**src/rtl/ilv_pkg.sv**
```systemverilog
// ilv_pkg: shared constants and per-mode lookups for the OFDM bit interleaver.
// Modes select Ncbps, the column depth d and the second-permutation span s.
package ilv_pkg;

    localparam int NCBPS_MAX = 1152;
    localparam int AW        = 11;

    typedef enum logic [1:0] {
        MOD_BPSK  = 2'd0,
        MOD_QPSK  = 2'd1,
        MOD_QAM16 = 2'd2,
        MOD_QAM64 = 2'd3
    } mod_t;

    function automatic logic [AW-1:0] ncbps_of(input logic [1:0] md);
        logic [AW-1:0] r;
        unique case (md)
            MOD_BPSK:  r = AW'(192);
            MOD_QPSK:  r = AW'(384);
            MOD_QAM16: r = AW'(768);
            default:   r = AW'(1152);
        endcase
        return r;
    endfunction

    function automatic logic [AW-1:0] d_of(input logic [1:0] md);
        logic [AW-1:0] r;
        unique case (md)
            MOD_BPSK:  r = AW'(16);
            MOD_QPSK:  r = AW'(32);
            MOD_QAM16: r = AW'(64);
            default:   r = AW'(96);
        endcase
        return r;
    endfunction

    function automatic logic [1:0] s_of(input logic [1:0] md);
        logic [1:0] r;
        unique case (md)
            MOD_BPSK:  r = 2'd1;
            MOD_QPSK:  r = 2'd1;
            MOD_QAM16: r = 2'd2;
            default:   r = 2'd3;
        endcase
        return r;
    endfunction

    function automatic logic [1:0] inc3(input logic [1:0] v);
        return (v == 2'd2) ? 2'd0 : v + 2'd1;
    endfunction

endpackage

```
**src/rtl/ilv_ram.sv**
```systemverilog
// ilv_ram: two-bank 1-bit simple dual-port RAM with synchronous read.
// Port address MSB picks the bank; banks are packed back to back.
module ilv_ram
    import ilv_pkg::*;
(
    input  logic        clk,
    input  logic        wr_en,
    input  logic [AW:0] wr_addr,
    input  logic        wr_data,
    input  logic        rd_en,
    input  logic [AW:0] rd_addr,
    output logic        rd_data
);

    logic          mem [2*NCBPS_MAX];
    logic [AW:0]   wr_phys;
    logic [AW:0]   rd_phys;

    assign wr_phys = wr_addr[AW] ? {1'b0, wr_addr[AW-1:0]} + (AW+1)'(NCBPS_MAX)
                                 : {1'b0, wr_addr[AW-1:0]};
    assign rd_phys = rd_addr[AW] ? {1'b0, rd_addr[AW-1:0]} + (AW+1)'(NCBPS_MAX)
                                 : {1'b0, rd_addr[AW-1:0]};

    always_ff @(posedge clk) begin
        if (wr_en) begin
            mem[wr_phys] <= wr_data;
        end
        if (rd_en) begin
            rd_data <= mem[rd_phys];
        end
    end

endmodule

```
**src/rtl/interleaver.sv**
```systemverilog
// interleaver: 802.16 two-step bit interleaver over ping-pong RAM banks.
// Bits are written at their permuted address and read out in order.
module interleaver
    import ilv_pkg::*;
(
    input  logic       clk,
    input  logic       reset,
    input  logic       in_bits,
    input  logic       in_valid,
    input  logic [1:0] mod,
    output logic       out_bits,
    output logic       out_valid,
    output logic       overrun
);

    logic [1:0]    wmod_q;
    logic [1:0]    emod;
    logic [3:0]    row;
    logic [1:0]    r3;
    logic [1:0]    c3;
    logic [1:0]    t3;
    logic [AW-1:0] col;
    logic [AW-1:0] m;
    logic [AW-1:0] j;
    logic [AW-1:0] d;
    logic [AW-1:0] n;
    logic [1:0]    s;
    logic          wb;
    logic          first;
    logic          wr_last;
    logic          hand;

    logic          rd_active;
    logic          rd_bank;
    logic [AW-1:0] rd_addr;
    logic [AW-1:0] rd_n;
    logic          rd_last;
    logic          rd_v1;
    logic          ram_q;

    assign first   = (row == 4'd0) && (col == '0);
    assign emod    = first ? mod : wmod_q;
    assign d       = d_of(emod);
    assign n       = ncbps_of(emod);
    assign s       = s_of(emod);
    assign wr_last = in_valid && (row == 4'd11) && (col == d - 1'b1);
    assign rd_last = rd_active && (rd_addr == rd_n - 1'b1);
    // A finished block is handed over unless the reader is mid-burst.
    assign hand    = wr_last && !(rd_active && !rd_last);

    // r3 tracks row mod 3, so (c3 - row) mod 3 needs no divider.
    assign t3 = (c3 >= r3) ? c3 - r3 : c3 + 2'd3 - r3;

    always_comb begin
        j = m;
        case (s)
            2'd2:    j = {m[AW-1:1], m[0] ^ row[0]};
            2'd3:    j = m - {{(AW-2){1'b0}}, c3} + {{(AW-2){1'b0}}, t3};
            default: j = m;
        endcase
    end

    always_ff @(posedge clk or posedge reset) begin
        if (reset) begin
            row     <= '0;
            col     <= '0;
            m       <= '0;
            r3      <= '0;
            c3      <= '0;
            wmod_q  <= '0;
            wb      <= 1'b0;
            overrun <= 1'b0;
        end else if (in_valid) begin
            if (first) begin
                wmod_q <= mod;
            end
            if (wr_last) begin
                row <= '0;
                col <= '0;
                m   <= '0;
                r3  <= '0;
                c3  <= '0;
                if (hand) begin
                    wb <= ~wb;
                end else begin
                    overrun <= 1'b1;
                end
            end else if (row == 4'd11) begin
                row <= '0;
                r3  <= '0;
                col <= col + 1'b1;
                c3  <= inc3(c3);
                m   <= col + 1'b1;
            end else begin
                row <= row + 1'b1;
                r3  <= inc3(r3);
                m   <= m + d;
            end
        end
    end

    always_ff @(posedge clk or posedge reset) begin
        if (reset) begin
            rd_active <= 1'b0;
            rd_bank   <= 1'b0;
            rd_addr   <= '0;
            rd_n      <= '0;
            rd_v1     <= 1'b0;
            out_valid <= 1'b0;
            out_bits  <= 1'b0;
        end else begin
            rd_v1     <= rd_active;
            out_valid <= rd_v1;
            out_bits  <= rd_v1 & ram_q;
            if (hand) begin
                rd_active <= 1'b1;
                rd_bank   <= wb;
                rd_addr   <= '0;
                rd_n      <= n;
            end else if (rd_active) begin
                rd_active <= !rd_last;
                rd_addr   <= rd_last ? '0 : rd_addr + 1'b1;
            end
        end
    end

    ilv_ram u_ram (
        .clk     (clk),
        .wr_en   (in_valid),
        .wr_addr ({wb, j}),
        .wr_data (in_bits),
        .rd_en   (rd_active),
        .rd_addr ({rd_bank, rd_addr}),
        .rd_data (ram_q)
    );

endmodule

```
**config.mk**
```make
export PLATFORM = sky130hd
export DESIGN_NAME = interleaver
export DESIGN_NICKNAME = d
export VERILOG_FILES = /design/src/rtl/ilv_pkg.sv /design/src/rtl/ilv_ram.sv /design/src/rtl/interleaver.sv
export SDC_FILE = /design/constraint.sdc
export NUM_CORES = 2
export LEC_CHECK = 0
export ABC_AREA = 1
export BUFFER_PORTS_ARGS = -buffer_cell sky130_fd_sc_hd__buf_2
export CORE_ASPECT_RATIO = 1.25
export CORE_MARGIN = 8
export CORE_UTILIZATION = 60
export DETAILED_ROUTE_END_ITERATION = 16
export PLACE_DENSITY = 0.75
export SYNTH_ARGS = -nofsm -noshare
export SYNTH_HDL_FRONTEND = slang
export SYNTH_HIERARCHICAL = 1
export SYNTH_SLANG_ARGS = --single-unit
```
**constraint.sdc**
```tcl
create_clock -name clk -period 8.9 [get_ports clk]
set_input_delay 1.78 -clock clk [delete_from_list [all_inputs] [get_ports clk]]
set_output_delay 1.78 -clock clk [all_outputs]
set_load 0.02 [all_outputs]
```
==> impl_metrics.json <==
{
  "status": "finished, final reports clean",
  "clk_latency_ns": 0.87,
  "ff2ff_path_depth": 26,
  "synthesis.nets": 10831,
  "fin_nets": 10247,
  "netlist.area_leader.share_pct": 64.7,
  "synthTopCellsByArea": "edfxtp_1, nand3_1, nor2_1",
  "setup_viol": 0,
  "gr-total-overflow": 0,
  "synth_area_um2": 107000,
  "die_height_um": 488,
  "hold_depth": 0,
  "slowest_delay_ns": 0.78,
  "path_clk_slew_ns": 0.06,
  "setup_tns_ns": 0,
  "drc": 0,
  "slew_headroom_pct": 8.66,
  "worst_setup_path_start_kind": "register",
  "slew_violations": 0,
  "fin_skew_ns": 0.0263,
  "timing.final.crit_share_pct": 75.5,
  "antenna_found_initial": 3,
  "yosys_register_bits": 2360,
  "ctsResizeCount": 0,
  "arrival_ns": 7.27,
  "cts_hold_repair.buffers": 0,
  "drv_cap": 0,
  "cp_common_cell": "nand2_1",
  "avgSynthCellArea_um2": 9.91,
  "critPathKind": "reg -> reg",
  "grt_max_degree": 294,
  "synth.distinct_cells": 46,
  "drive_above_1_share_pct": 5.46,
  "min-delay-start": "rd_v1",
  "rsz0062_at_grt": "false",
  "fmax_mhz": 149,
  "worstReg2RegEnd": "u_ram/mem[733]",
  "cts_tree": "built",
  "grt_first_pass_wirelength_mm": 437,
  "vias_per_cell": 6.24,
  "multi_input_area_um2": 31900,
  "ys.flop_type": "edfxtp_1",
  "regArea_um2": 70600,
  "start_util_pct": 60.3,
  "crit_fanout": 33,
  "die_width_um": 394,
  "hold_class": "reg -> reg",
  "dr.first_iter.drc_count": 11518,
  "htree_levels": 4,
  "end_kind": "register",
  "drtPass1Iterations": 6,
  "synth_seq_area_share_pct": 66.0,
  "hold_viol": 0,
  "ant_nets": 0,
  "crit_path_top_delay_cell": "nand2_2",
  "hold_end": "out_valid",
  "drt_wl_total_mm": 294,
  "clock_sinks": 2360,
  "fin_crit_ns": 6.72,
  "cts_root_buf": "clkbuf_16",
  "required_ns": 9.45,
  "cts-buffers-inserted": 210,
  "synth_edf_count": 2305,
  "clockBufferDepth": 3,
  "gp_congestion": 0.869,
  "synth_largest_area_cell": "edfxtp_1",
  "vias": 79526,
  "synthArstFlopShare_pct": 2.33,
  "ir_drop_mv": 0.223,
  "hpwlAfterDp_mm": 148,
  "grt_pass1_vias": 75680,
  "p_per_area_nw_per_um2": 237,
  "post_cts_buffers": 0,
  "grt_use_total_pct": 29.4,
  "io_pins": 9,
  "synthCells": 10789,
  "port_buffers": 8,
  "r2r-start": "c3[0]",
  "worst_pin_slew_ns": 1.37,
  "fp.coreArea_um2": 177000,
  "yosys-top-cells-count": "nor2_1, nand2_1, edfxtp_1",
  "synthMostInstantiatedCell": "nor2_1",
  "wire_per_inst_um": 23.0,
  "rrSetupSlack_ns": 2.18,
  "finalNonFillerCells": 12744,
  "die_area_um2": 192000,
  "area_delta_synth_final_pct": 6.25,
  "placedCellCount": 12355,
  "ys_warn_count": 6,
  "fp-row-count": 173,
  "nFillCells": 13737,
  "p_leak_nw": 37.1
}
## worst max path at each step
stage          startpoint         endpoint  slack (ns)  cells after the start
6_report            c3[0]   u_ram/mem[733]        2.18                     26
5_1_grt             c3[0]   u_ram/mem[731]        1.91                     26
3_5_place_dp        c3[0]   u_ram/mem[731]        2.33                     26
3_3_place_gp       mod[1]   u_ram/mem[143]        2.41                     15
4_1_cts             c3[0]   u_ram/mem[722]        2.31                     26
2_1_floorplan      mod[1]  u_ram/mem[1152]        4.30                     15
## sequential cells by signal, indices dropped and copies added (netlist names)
| signal | flops |
|---|---|
| rd_v1 | 1 |
| rd_addr | 11 |
| row | 4 |
| wb | 1 |
| overrun | 1 |
| out_bits | 1 |
| col | 11 |
| wmod_q | 2 |
| u_ram/rd_data | 1 |
| rd_active | 1 |
| c3 | 2 |
| out_valid | 1 |
| m | 11 |
| u_ram/mem | 2304 |
| rd_bank | 1 |
| r3 | 2 |
| rd_n | 5 |
## critical path: cells and delay by family (launching register included)
family / cells / cell delay [ns]
buf+inv: 6 / 0.96
simple gates: 10 / 2.50
xor+xnor: 1 / 0.21
flops: 1 / 0.39
fa+ha+maj: 5 / 1.80
compound gates: 4 / 0.49
## cell families after synthesis
family | after synthesis | synth area share, %
mux | 1 | 0.0105
compound gates | 302 | 1.53
flops | 2360 | 66.0
xor+xnor | 22 | 0.180
fa+ha+maj | 36 | 0.449
buf+inv | 1051 | 4.39
simple gates | 7017 | 27.4
## per-stage QoR
step	setup slack (ns)	instance area [um^2]	hold slack, ns	power (W)	util (%)
6_report	2.18	114000	0.447	0.0269	64.0
5_1_grt	1.91	114000	0.464	0.0278	64.0
4_1_cts	2.31	114000	0.445	0.0268	64.0
3_5_place_dp	2.33	107000	0.435	0.0184	60.4
3_3_place_gp	2.41	107000	0.424	0.0182	60.4
2_1_floorplan	4.30	107000	0.354	0.0167	-
## metal layers
metal | wire (um) | vias up | global-route usage (%)
met5 | 8 | - | 0
met4 | 18800 | 2 | 17.2
met3 | 33100 | 854 | 4.96
met2 | 138000 | 4718 | 48.2
met1 | 104000 | 38569 | 37.1
li1 | - | 35383 | -
## cells in the final DEF, fill, tap and decap left out, types with 28 or more instances in the layout
master | Yosys | routed
clkbuf_1 | 433 | 61
o21ai_0 | 150 | 150
clkbuf_16 | 0 | 215
clkinv_2 | 0 | 29
o21ai_1 | 39 | 39
inv_1 | 96 | 95
dfrtp_1 | 55 | 49
ha_1 | 32 | 32
clkinv_1 | 3 | 61
a21oi_1 | 28 | 28
nand3_1 | 2145 | 2129
nand2_1 | 2319 | 2251
edfxtp_1 | 2305 | 2305
buf_4 | 41 | 98
nor2_1 | 2482 | 2482
nand2_2 | 20 | 88
o22ai_1 | 71 | 71
## layout make-up
cell class / instances / area share (%)
clock inverter: 110 / 0.677
inverter: 127 / 0.469
multi-input combinational: 7378 / 28.1
timing repair buffer: 128 / 1.08
clock buffer: 276 / 4.94
sequential: 2360 / 62.1
tap: 2362 / 2.60
antenna: 3 / 0.00661
## where the power goes
part / leakage (nW) / total (W) / switching (W) / internal [W]
Clock: 3.10 / 0.00862 / 0.00397 / 0.00465
Sequential: 21.4 / 0.0124 / 0.000109 / 0.0123
Combinational: 12.5 / 0.00589 / 0.00443 / 0.00146
Power figures use the tool's default switching activity.
